File: src/rtl/nv_dw_minmax_pkg.sv
// Shared definitions for the NV_DW_minmax selector family: FSM encoding,
// mode constants and the lane-count to index-width helper.
package nv_dw_minmax_pkg;

    typedef enum logic [1:0] {
        ST_IDLE = 2'd0,
        ST_ACC  = 2'd1,
        ST_HOLD = 2'd2
    } acc_state_e;

    localparam logic MINMAX_MIN = 1'b0;
    localparam logic MINMAX_MAX = 1'b1;

    // Same thresholds as the upstream selector so index widths always line up.
    function automatic int idx_width(input int lanes);
        if (lanes <= 2)       return 1;
        else if (lanes <= 4)  return 2;
        else if (lanes <= 8)  return 3;
        else if (lanes <= 16) return 4;
        else if (lanes <= 32) return 5;
        else                  return 6;
    endfunction

endpackage

File: src/rtl/nv_dw_minmax_cmp.sv
// Compare/replace decision between the running winner and a candidate.
// Max mode lets the latest equal value win; min mode keeps the earliest.
module nv_dw_minmax_cmp
    import nv_dw_minmax_pkg::*;
#(
    parameter int WIDTH = 8
) (
    input  logic             mode,
    input  logic [WIDTH-1:0] acc_value,
    input  logic [WIDTH-1:0] cand_value,
    output logic             replace
);

    always_comb begin
        replace = 1'b0;
        if (mode == MINMAX_MAX) begin
            replace = (cand_value >= acc_value);
        end else begin
            replace = (cand_value < acc_value);
        end
    end

endmodule

File: src/rtl/nv_dw_minmax_acc.sv
// Folds per-beat NV_DW_minmax winners over a window into a running min/max
// and presents the window winner on a registered valid/ready output.
module nv_dw_minmax_acc
    import nv_dw_minmax_pkg::*;
#(
    parameter int WIDTH = 8,
    parameter int IDX_W = 2,
    parameter int CNT_W = 8
) (
    input  logic                   nvdla_core_clk,
    input  logic                   nvdla_core_rst,
    input  logic                   in_pvld,
    output logic                   in_prdy,
    input  logic [WIDTH-1:0]       in_value,
    input  logic [IDX_W-1:0]       in_index,
    input  logic                   in_last,
    input  logic                   cfg_min_max,
    output logic                   out_pvld,
    input  logic                   out_prdy,
    output logic [WIDTH-1:0]       out_value,
    output logic [CNT_W+IDX_W-1:0] out_index,
    output logic [CNT_W:0]         out_beats,
    output logic                   out_ovf
);

    localparam int OIDX_W = CNT_W + IDX_W;
    localparam logic [CNT_W-1:0] CNT_FULL = '1;

    acc_state_e state, state_nxt;

    logic [WIDTH-1:0]  acc_value, acc_value_nxt;
    logic [OIDX_W-1:0] acc_index, acc_index_nxt;
    logic [CNT_W:0]    beat_cnt, beat_cnt_nxt;
    logic              mode, mode_nxt;
    logic              close, close_ovf;
    logic              accept;
    logic              replace;
    logic              cnt_full;

    assign in_prdy  = (state != ST_HOLD);
    assign out_pvld = (state == ST_HOLD);
    assign accept   = in_pvld & in_prdy;
    assign cnt_full = (beat_cnt[CNT_W-1:0] == CNT_FULL);

    nv_dw_minmax_cmp #(
        .WIDTH (WIDTH)
    ) u_cmp (
        .mode       (mode),
        .acc_value  (acc_value),
        .cand_value (in_value),
        .replace    (replace)
    );

    always_ff @(posedge nvdla_core_clk or posedge nvdla_core_rst) begin
        if (nvdla_core_rst) begin
            state <= ST_IDLE;
        end else begin
            state <= state_nxt;
        end
    end

    always_comb begin
        state_nxt     = state;
        acc_value_nxt = acc_value;
        acc_index_nxt = acc_index;
        beat_cnt_nxt  = beat_cnt;
        mode_nxt      = mode;
        close         = 1'b0;
        close_ovf     = 1'b0;
        case (state)
            ST_IDLE: begin
                if (accept) begin
                    acc_value_nxt = in_value;
                    acc_index_nxt = {{CNT_W{1'b0}}, in_index};
                    mode_nxt      = cfg_min_max;
                    beat_cnt_nxt  = (CNT_W+1)'(1);
                    if (in_last) begin
                        close     = 1'b1;
                        state_nxt = ST_HOLD;
                    end else begin
                        state_nxt = ST_ACC;
                    end
                end
            end
            ST_ACC: begin
                if (accept) begin
                    if (replace) begin
                        acc_value_nxt = in_value;
                        acc_index_nxt = {beat_cnt[CNT_W-1:0], in_index};
                    end
                    beat_cnt_nxt = beat_cnt + (CNT_W+1)'(1);
                    // A full counter closes the window even mid-stream; flag it.
                    if (in_last || cnt_full) begin
                        close     = 1'b1;
                        close_ovf = ~in_last;
                        state_nxt = ST_HOLD;
                    end
                end
            end
            ST_HOLD: begin
                if (out_prdy) begin
                    state_nxt = ST_IDLE;
                end
            end
            default: begin
                state_nxt = ST_IDLE;
            end
        endcase
    end

    always_ff @(posedge nvdla_core_clk or posedge nvdla_core_rst) begin
        if (nvdla_core_rst) begin
            acc_value <= '0;
            acc_index <= '0;
            beat_cnt  <= '0;
            mode      <= MINMAX_MIN;
        end else begin
            acc_value <= acc_value_nxt;
            acc_index <= acc_index_nxt;
            beat_cnt  <= beat_cnt_nxt;
            mode      <= mode_nxt;
        end
    end

    // Result registers load only on the closing beat, so they stay frozen in HOLD.
    always_ff @(posedge nvdla_core_clk or posedge nvdla_core_rst) begin
        if (nvdla_core_rst) begin
            out_value <= '0;
            out_index <= '0;
            out_beats <= '0;
            out_ovf   <= 1'b0;
        end else if (close) begin
            out_value <= acc_value_nxt;
            out_index <= acc_index_nxt;
            out_beats <= beat_cnt_nxt;
            out_ovf   <= close_ovf;
        end
    end

endmodule
File: config.mk
export PLATFORM = sky130hd
export DESIGN_NAME = nv_dw_minmax_acc
export DESIGN_NICKNAME = d
export VERILOG_FILES = /design/src/rtl/nv_dw_minmax_pkg.sv /design/src/rtl/nv_dw_minmax_cmp.sv /design/src/rtl/nv_dw_minmax_acc.sv
export SDC_FILE = /design/constraint.sdc
export NUM_CORES = 1
export LEC_CHECK = 0
export CORE_MARGIN = 2
export CORE_UTILIZATION = 56
export CTS_CLUSTER_DIAMETER = 150
export DETAILED_ROUTE_END_ITERATION = 8
export PLACE_DENSITY_LB_ADDON = 0.12
export SYNTH_ARGS = -nofsm -noshare
export SYNTH_HDL_FRONTEND = slang
export SYNTH_SLANG_ARGS = --single-unit
File: constraint.sdc
create_clock -name nvdla_core_clk -period 5.8 [get_ports nvdla_core_clk]
set_clock_uncertainty 0.05 [all_clocks]
set_input_delay 0.87 -clock nvdla_core_clk [delete_from_list [all_inputs] [get_ports nvdla_core_clk]]
set_output_delay 0.87 -clock nvdla_core_clk [all_outputs]
set_load 0.1 [all_outputs]
Word level (Yosys, flattened, before mapping)
Index checks and enable logic that the tools add are counted.
Storage, ports and cells
  register bits after elaboration: 58
  input port bits: 16
  output and inout port bits: 30
  logic and storage cells: 52
Cells by class
  add/subtract/negate cells: 1
  order comparisons: 2
  eq/ne operators: 8
  muxes and demuxes: 26
  bitwise logic cells: 2
  reduce and logical (&&, ||, !) cells: 4
Operators with widths (count)
  2-to-1 mux 10 bit: 3
  2-to-1 mux 8 bit: 3
  one-hot mux 10 bit (2 select lines): 1
  2-to-1 mux 9 bit: 2
  one-hot mux 9 bit (2 select lines): 1
  one-hot mux 8 bit (2 select lines): 1
  2-to-1 mux 2 bit: 5
  adder 9 x 1 -> 9 bit, second input constant: 1
  equality test 8 bit, second input constant: 1
  greater-or-equal comparator 8 bit: 1
  < comparator 8 bit: 1
  2-to-1 mux 1 bit: 8
  inequality test 2 bit, second input constant: 4
  one-hot mux 2 bit (3 select lines): 1
  AND reduction 4 bit: 1
  equality test 2 x 1 -> 1 bit, second input constant: 1
  equality test 2 bit, second input constant: 1
  zero test 2 bit: 1
  inequality test 2 x 1 -> 1 bit, second input constant: 1
  one-hot mux 1 bit (2 select lines): 1
  AND reduction 2 bit: 1
  bitwise AND 1 bit: 1
  logical OR 1 bit: 1
  NOT 1 bit: 1

Logic depth before layout (Yosys ltp)
Gate-level depths: netlist of run 1.
  word-level depth: 5
  depth in mapped cells: 10
  mapped depth without buffers: 9

Cells and area by module
From an unflattened synthesis of run 1, not the netlist that was laid out.
Second synthesis, totals
  cells, all modules: 225
  area total of the unflattened synthesis: 2836.5 µm²
Modules (own cells, without submodules)
  nv_dw_minmax_acc: instances 1, cells each 194, area an instance 2600.0 µm², sequential area each 1451.4 µm²
  nv_dw_minmax_cmp: instances 1, cells each 31, area an instance 236.5 µm², sequential area each 0.0 µm²

Least setup slack after synthesis of run 1
Ideal clock, no wire load.
  path type: input-to-reg
  start point: in in_value[6]
  end point: reg out_value[2]
  setup time: 0.125 ns
  arrival: 2.726 ns
  required time: 5.625 ns
  path slack: 2.899 ns
  stages on the path: 8
  buffers on the path: 0
  cell sequence: ha_1 -> a21o_1 -> a21oi_1 -> nand4_1 -> or2_1 -> a31o_1 -> a221o_1 -> mux2_2
On the way
  cells in the longest elaborated chain, start to end: 5
  elaborated cells between the ends (all ways): 6
  classes of those cells: order compare: 2; mux: 4
Ends and longest elaborated chain
  start, declared: RTL line nv_dw_minmax_acc.sv:14  | input logic [WIDTH-1:0] in_value,
  < comparator 8 bit or greater-or-equal comparator 8 bit (tied branches): RTL line nv_dw_minmax_cmp.sv:19, nv_dw_minmax_cmp.sv:17
  2-to-1 mux 1 bit (*): RTL line nv_dw_minmax_cmp.sv:16  | if (mode == MINMAX_MAX) begin
  2-to-1 mux 8 bit (*): RTL line nv_dw_minmax_acc.sv:87  | if (replace) begin
  2-to-1 mux 8 bit (*): RTL line nv_dw_minmax_acc.sv:86  | if (accept) begin
  one-hot mux 8 bit (2 select lines) (*): RTL line nv_dw_minmax_acc.sv:70  | case (state)
  net acc_value_nxt[2]: RTL line nv_dw_minmax_acc.sv:31  | logic [WIDTH-1:0] acc_value, acc_value_nxt;
  end signal, assigned: RTL line nv_dw_minmax_acc.sv:133  | out_value <= acc_value_nxt;
  end, declared: RTL line nv_dw_minmax_acc.sv:20  | output logic [WIDTH-1:0] out_value,
The timed path passes the listed nets; every way through them passes the cells marked *.
A chain may end at the register's enable or synchronous reset.

Worst setup path after layout of run 1
  start point: in in_value[6]
  end point: reg out_value[1]
The elaborated chain is that of the path after synthesis.

==> run summary, run 1 <==
The row count is 26. The worst vdd rail ir drop came out at 0.380 mV. The proportion of synthesized flip-flops having asynchronous set or reset is between 90% and 100%. In this run, post-CTS repair resized a total of 0 instances. Traced cell by cell, the critical path runs through clkdlybuf4s50_1 -> ha_1 -> a21o_1 -> a21oi_1 -> nand4_1 -> nor2_1 -> nor4_1 -> a311o_1 -> mux2_2.

The number of I/O port buffers is 45. Sorting the synthesized cells by how often they occur yields dfrtp_1, nand2_1, mux2_2. The cell taking the most area after synthesis is dfrtp_1. The delay of the slowest critical-path stage is 620 ps. The endpoint with the worst hold slack is out_beats[0]. The worst hold path begins at out_beats[0]. The tree is rooted in a clkbuf_8.

The number of max-slew violations in the final report was 0. The layout cell share with drive strength beyond 1 came out at 15.4%. Before antenna repair, the detailed router went through 5 iterations. The total wirelength of the detailed-routed design is 6.81 mm. The total global-route track usage is 24.9%. The hold violation total from the final report is 0. The setup slack on the worst flop-to-flop path came out at 2830 ps. In the synthesized netlist the dominant register cell turns out to be dfrtp_1. Prior to clock tree synthesis, the placed netlist has a worst setup slack of 2110 ps.

The latest clock arrival within the worst-skew pair came out at 340 ps. The shortest clock period the worst path allows after layout came out at 3390 ps. The most common cell in the synthesized netlist is dfrtp_1.

The leakage power total came out at 1.66 nW. TritonCTS built the clock tree. STA classifies the critical path endpoint as a register. The post-synthesis sequential area ratio came out at 49.1%.

The total grt overflow is 0. On the critical path, the stage with the largest delay is an instance of nor2_1. Once layout is complete, the utilization of the core stands at ~72%. The worst hold path belongs to the class register to register. After the first detailed-routing iteration, the DRC count stood at 181. The number of buffers inserted to repair setup after CTS is 0. The worst setup path is launched from an input pin. Ranked by total cell area, the synthesized netlist is headed by dfrtp_1, mux2_2, ha_1. By startpoint and endpoint, the worst setup path is classified as input pin to register. The placeable core area is 5110 sq um. The area growth from synthesis to layout came out at 24.9%. Yosys mapped a number of flops with a built-in enable equal to 0. In this run the critical register-to-register path is captured at out_value[2]. Yosys printed 0 warnings. The number of hold buffers added after CTS was 0. The detailed-placement wirelength estimate is 4.34 mm. The global-route wire length before repair is 11.5 mm. The top-area cell type share of the netlist area came out at around half.

For the worst setup path, the data arrival time is around 3600 ps. The net count after synthesis is 303. The global placement routability congestion is ~0.85.

The post-synthesis register bit count is 58. In this run the tightest slew margin relative to its limit is 34.5%. The remaining number of nets flagged by the antenna check after routing came out at 0.

The mean instance size in the synthesized netlist came out at between 10 and 15 sq um. The initial antenna violation count came out at 0. The transition at the pin with the smallest max-transition slack came out at 980 ps. The startpoint of the most critical register-to-register path is state[0]. The number of clock buffers inserted by TritonCTS came out at 9.

The tool flagged a number of max-cap violations equal to 0. The number of cells on the worst hold path came out at 2. Entering global routing, the biggest net connects 59 pins. Along the worst path, the maximum fanout reaches 9. The final layout net count is 346. The average routed wire per standard cell is 17.2 um. The cell count after synthesis came out at between 200 and 300. Based on the critical path, the design can be clocked at up to 295 MHz.

In this run the number of H-tree levels came out at 3. The post-synthesis instance area is about 3000 sq um. The ratio of final minimum period to clock period came out at approximately 59%. The completed layout was analyzed and its total power is ~1.9 mW.

The number of global-route vias before repair was 2409. The die outline area came out at 5870 sq um. With fillers left out, the area of the finished cells amounts to 3690 sq um.

The number of vias per cell is 5.99. The clock transition at the register clock pins on the worst setup and hold paths after CTS is 70 ps. The effective utilization at floorplan came out at 57.8%.

Setup slack closes at 2410 ps. The die is 76.6 um wide. Measured along the y axis, the die boundary spans about 77 um. The post-route setup TNS came out at 0 ps.

The run finished with clean final reports. 46 I/O pins were placed. The post-route DRC violation count is 0.

Setup repair after global routing left no endpoint under its margin. The data required time at the worst endpoint is 5970 ps. The total setup violations reported at the end of the flow is 0. No sink is reached through more buffers than the 2 on the longest clock path. The number of antenna diodes in the final layout is 0. The count of clock tree sinks is 58. The distinct cell type count of the synthesized netlist is 41. The placed cell area is 3440 sq um. The detailed router placed 2366 vias in this run. The length in cells of the worst reg-to-reg path is 6. The total power density per cell area came out at 525 nW/um^2.
final cells by class:
cell class,instances,area [sq um]
inverter,15,56.3
clock inverter,3,68.8
tap,70,87.6
fill,379,1420
multi-input combinational,187,1370
timing repair buffer,49,480
sequential,58,1450
clock buffer,13,179
state kept, by name, summed over array words and instances (netlist names), 2 cells and up:
signal	cells
out_value	8
acc_value	8
beat_cnt	9
out_beats	9
acc_index	10
out_index	10
state	2
kinds of logic (layout without fill, tap and decap cells):
logic type	count (synthesis)	count (layout)	share of synthesized area, %
buffers and inverters	32	80	4.62
and+or+nand+nor	76	76	12.3
DFF	58	58	49.1
AOI/OAI and AO/OA	75	75	20.0
muxes	26	26	9.70
adders and majority gates	10	10	4.24
worst max-delay path by stage:
stage | cells past startpoint | start | endpoint | slack, ps
after floorplan | 8 | in_value[6] | out_value[2] | 2900
after global placement | 9 | in_value[6] | out_value[3] | 2170
after detailed placement | 9 | in_value[1] | out_value[1] | 2110
after CTS | 3 | state[1] | out_pvld | 2450
after global routing | 9 | in_value[1] | out_value[4] | 2250
final | 9 | in_value[6] | out_value[1] | 2410
critical path, delay by kind of cell:
family                     cells  cell delay (ps)
AOI/OAI and AO/OA              3              750
muxes                          1              280
and+or+nand+nor                3              860
buffers and inverters          1              460
adders and majority gates      1              340
per-layer routing:
| layer | track usage [%] | vias to the layer above | wire (um) |
|---|---|---|---|
| met4 | 12.2 | 0 | 100 |
| met2 | 38.1 | 91 | 3150 |
| met5 | 0 | - | 0 |
| li1 | - | 1108 | - |
| met1 | 33.8 | 1153 | 3140 |
| met3 | 5.57 | 14 | 412 |
per-stage QoR:
| step | cells | hold slack (ps) |
|---|---|---|
| after floorplan | 277 | 416 |
| after global placement | 379 | 412 |
| after detailed placement | 379 | 416 |
| after CTS | 395 | 432 |
| after global routing | 395 | 471 |
| final | 395 | 424 |
cells in the final DEF, fill, tap and decap left out, types with 2 or more instances in the layout:
cell,count
bufinv_16,2
a2bb2oi_1,7
o22ai_1,6
clkbuf_8,13
mux2_2,21
nor2_1,6
a22o_1,13
o221a_2,3
nand2_1,33
a21o_1,4
dfrtp_1,58
nor3_1,6
nor4_1,6
nand3_1,9
o21ai_0,11
inv_1,14
mux2i_1,5
ha_1,10
a311o_1,9
or3_1,3
o211ai_1,3
buf_4,4
a31oi_1,2
a21oi_1,9
clkdlybuf4s50_1,45
nor2b_1,6
where the power goes:
group / internal [mW] / total [mW] / leakage, nW / switching, mW
sequential: 0.507 / 0.573 / 0.758 / 0.0655
combinational: 0.262 / 0.912 / 0.776 / 0.649
clock: 0.290 / 0.453 / 0.126 / 0.163
Note: power is estimated with default switching activity, not from simulation.
==> run 2, diff against run 1 <==
- CORE_UTILIZATION: 56 -> 54
- clock period: 5.8 -> 3.15 ns (I/O delays scaled with it)
==> run summary, run 2 (synthesized netlist as in run 1, its figures left out) <==
The flow ran to the end, and the final reports show no timing, DRC or antenna violations. The total setup violations reported at the end of the flow is 0. The worst-case headroom to the max-slew limit came out at between 30 and 40%. Measured along the x axis, the die boundary spans 78.0 um.

The pre-antenna-repair detailed-routing pass consisted of 4 iterations. Of all nets on the critical path, the largest fanout is 13. The total grt overflow is 0. On the worst path, the slowest cell contributes a delay of ~850 ps. The post-route setup TNS is 0 ps. At the pin with the least slew margin, the transition time is approximately 1000 ps. The antenna diode instance count came out at 0. The area used by sequential logic in the layout is 1450 sq um. The data required time at the worst endpoint is 3380 ps. The area of all placed cells without fillers is around 3600 sq um. Input and output buffers added on the ports amount to 45.

Setup slack on the critical path of the routed design comes to 304 ps. For this run, global-route usage on met2 was measured as 37.3%. The final layout net count is 355. The worst slack at placement is -1.15 ps. The layout cell share with drive strength beyond 1 came out at 25.9%. Together, buffers and inverters on the worst path number 1. The clock transition at the register clock pins on the worst setup and hold paths after CTS is 60 ps. STA classifies the critical path endpoint as a register.

The layer flagged by global routing as most heavily used is met2. The floorplan has 26 rows. The cell at the slowest stage of the critical path is nor2b_1.

The latest clock arrival within the worst-skew pair came out at 350 ps. The number of max-cap violations came out at 0. In the finished design, the share of the clock period the worst path needs comes to approximately nine tenths. The min-delay analysis places its worst path in the category register to register. The number of buffers inserted to repair setup after CTS is 0.

The shortest clock period the worst path allows after layout came out at 2850 ps. Leaving out fill and tap cells, the most frequent cell in the layout is dfrtp_1. Static timing analysis puts the maximum clock frequency at 351 MHz.

The total power after layout is 3.30 mW. Leaving out filler cells and counting taps, the final layout contains 402. Dividing the detail-routed wire length by the instance count gives 17.2 um. The buffer cell driving the clock tree root is clkbuf_8.

The total wirelength of the detailed-routed design is 6.90 mm. The final standard cell utilization of the core came out at 69.0%. The number of clock buffers inserted by TritonCTS came out at 9. Setup repair after global routing left no endpoint under its margin. TritonCTS built the clock tree. The area of the multi-input gates is around 1400 sq um.

The number of placed instances with taps included came out at 388. The number of max-slew violations in the final report is 0. The largest registers in the layout are acc_index (10), out_index (10).

The layout filler cell count is 408. The startpoint of the most critical register-to-register path is state[0]. Tracing the worst setup path back leads to its startpoint at state[0].

The startpoint identified for the worst hold timing path is out_beats[7]. The initial antenna violation count came out at 0. The clock net in this run drives a total of a little under 60 sinks. The kind of cell adding the most delay to the critical path is simple AND/OR/NAND/NOR gates. The number of levels in the clock H-tree is 3. Detailed routing inserted a total of 2403 vias.

After the first detailed-routing iteration, the DRC count stood at 170. The number of buffers inserted for hold repair after clock tree synthesis is 0. The die outline area is between 6000 and 7000 sq um. The signal on the critical path passes through nor2b_1 -> inv_1 -> a21oi_1 -> a22o_1 -> mux2_2. The startpoint type of the worst setup path is a register. The number of global-route vias before repair came out at between 2000 and 2500.

The number of top-level design ports is 46. Dividing total power by cell area gives a power density of between 900 and 1000 nW/um^2. The worst vdd rail ir drop is ~0.68 mV. The largest net degree at the start of global routing is 29. The leakage power total came out at around 1.7 nW. The met3 routing resource usage after global routing came out at approximately 7.7%. The remaining number of nets flagged by the antenna check after routing came out at 0. In the routed design, unresolved DRC markers number 0. The maximum root-to-sink buffer count is 2. The data arrival time of the worst path is 3080 ps. Final hold analysis gives a worst-case slack of 424 ps. The total global-route track usage is 24.6%. Detailed placement finished with a half-perimeter wire length of between 4 and 5 mm. The vertical extent of the die came out at 78.0 um. At the end of routability-driven placement, the weighted congestion stood at 0.936. The category of the most critical setup path is register to register.

The hold violation total from the final report came out at 0. The global-route wire length before repair is 11.5 mm. For this run, global-route usage on met1 was measured as 33.2%. The top cell types in the final layout, fill and taps aside, are dfrtp_1, buf_4, nand2_1.

The placeable core area came out at about 5200 sq um. The area growth from synthesis to layout is 21.6%. The placed cell area is 3430 sq um. The quantity of gates resized following cts came out at 0. After detailed routing, the number of vias per cell comes to 5.98. The effective utilization at floorplan is a little under three fifths.
## run 2: final timing paths
path / end / cells after the start / slack [ps]
setup / recovery: out_index[2] / 5 / 300
hold / removal: out_beats[7] / 2 / 420
setup reg to reg: out_index[2] / 5 / 300
hold reg to reg: out_beats[7] / 2 / 420
max in group asynchronous: out_value[6] / 3 / 1930
min in group asynchronous: out_index[0] / 2 / 460
## run 2: final cells by class
cell class | instances | share of cell area (%)
flip-flops and latches | 58 | 40.4
multi-input cells | 187 | 38.0
repair buffers | 58 | 13.2
clock buffers | 11 | 3.93
well taps | 70 | 2.44
inverters | 15 | 1.57
clock inverters | 3 | 0.487
## run 2: layer usage
| layer | vias to the layer above | share of wire [%] |
|---|---|---|
| met4 | 0 | 0.81 |
| met3 | 7 | 7.8 |
| li1 | 1130 | - |
| met5 | - | 0 |
| met2 | 84 | 47 |
| met1 | 1182 | 45 |
## run 2: worst reg2reg max path: cells and delay by family, from the launching register on
family | cells | cell delay (ps)
muxes | 1 | 150
buffers and inverters | 1 | 390
DFF | 1 | 590
and+or+nand+nor | 1 | 860
AOI/OAI and AO/OA | 2 | 760
## run 2: report_power, final
part / switching (mW) / internal [mW] / leakage [nW]
clock: 0.294 / 0.295 / 0.0810
sequential: 0.127 / 0.934 / 0.758
combinational: 1.18 / 0.466 / 0.867
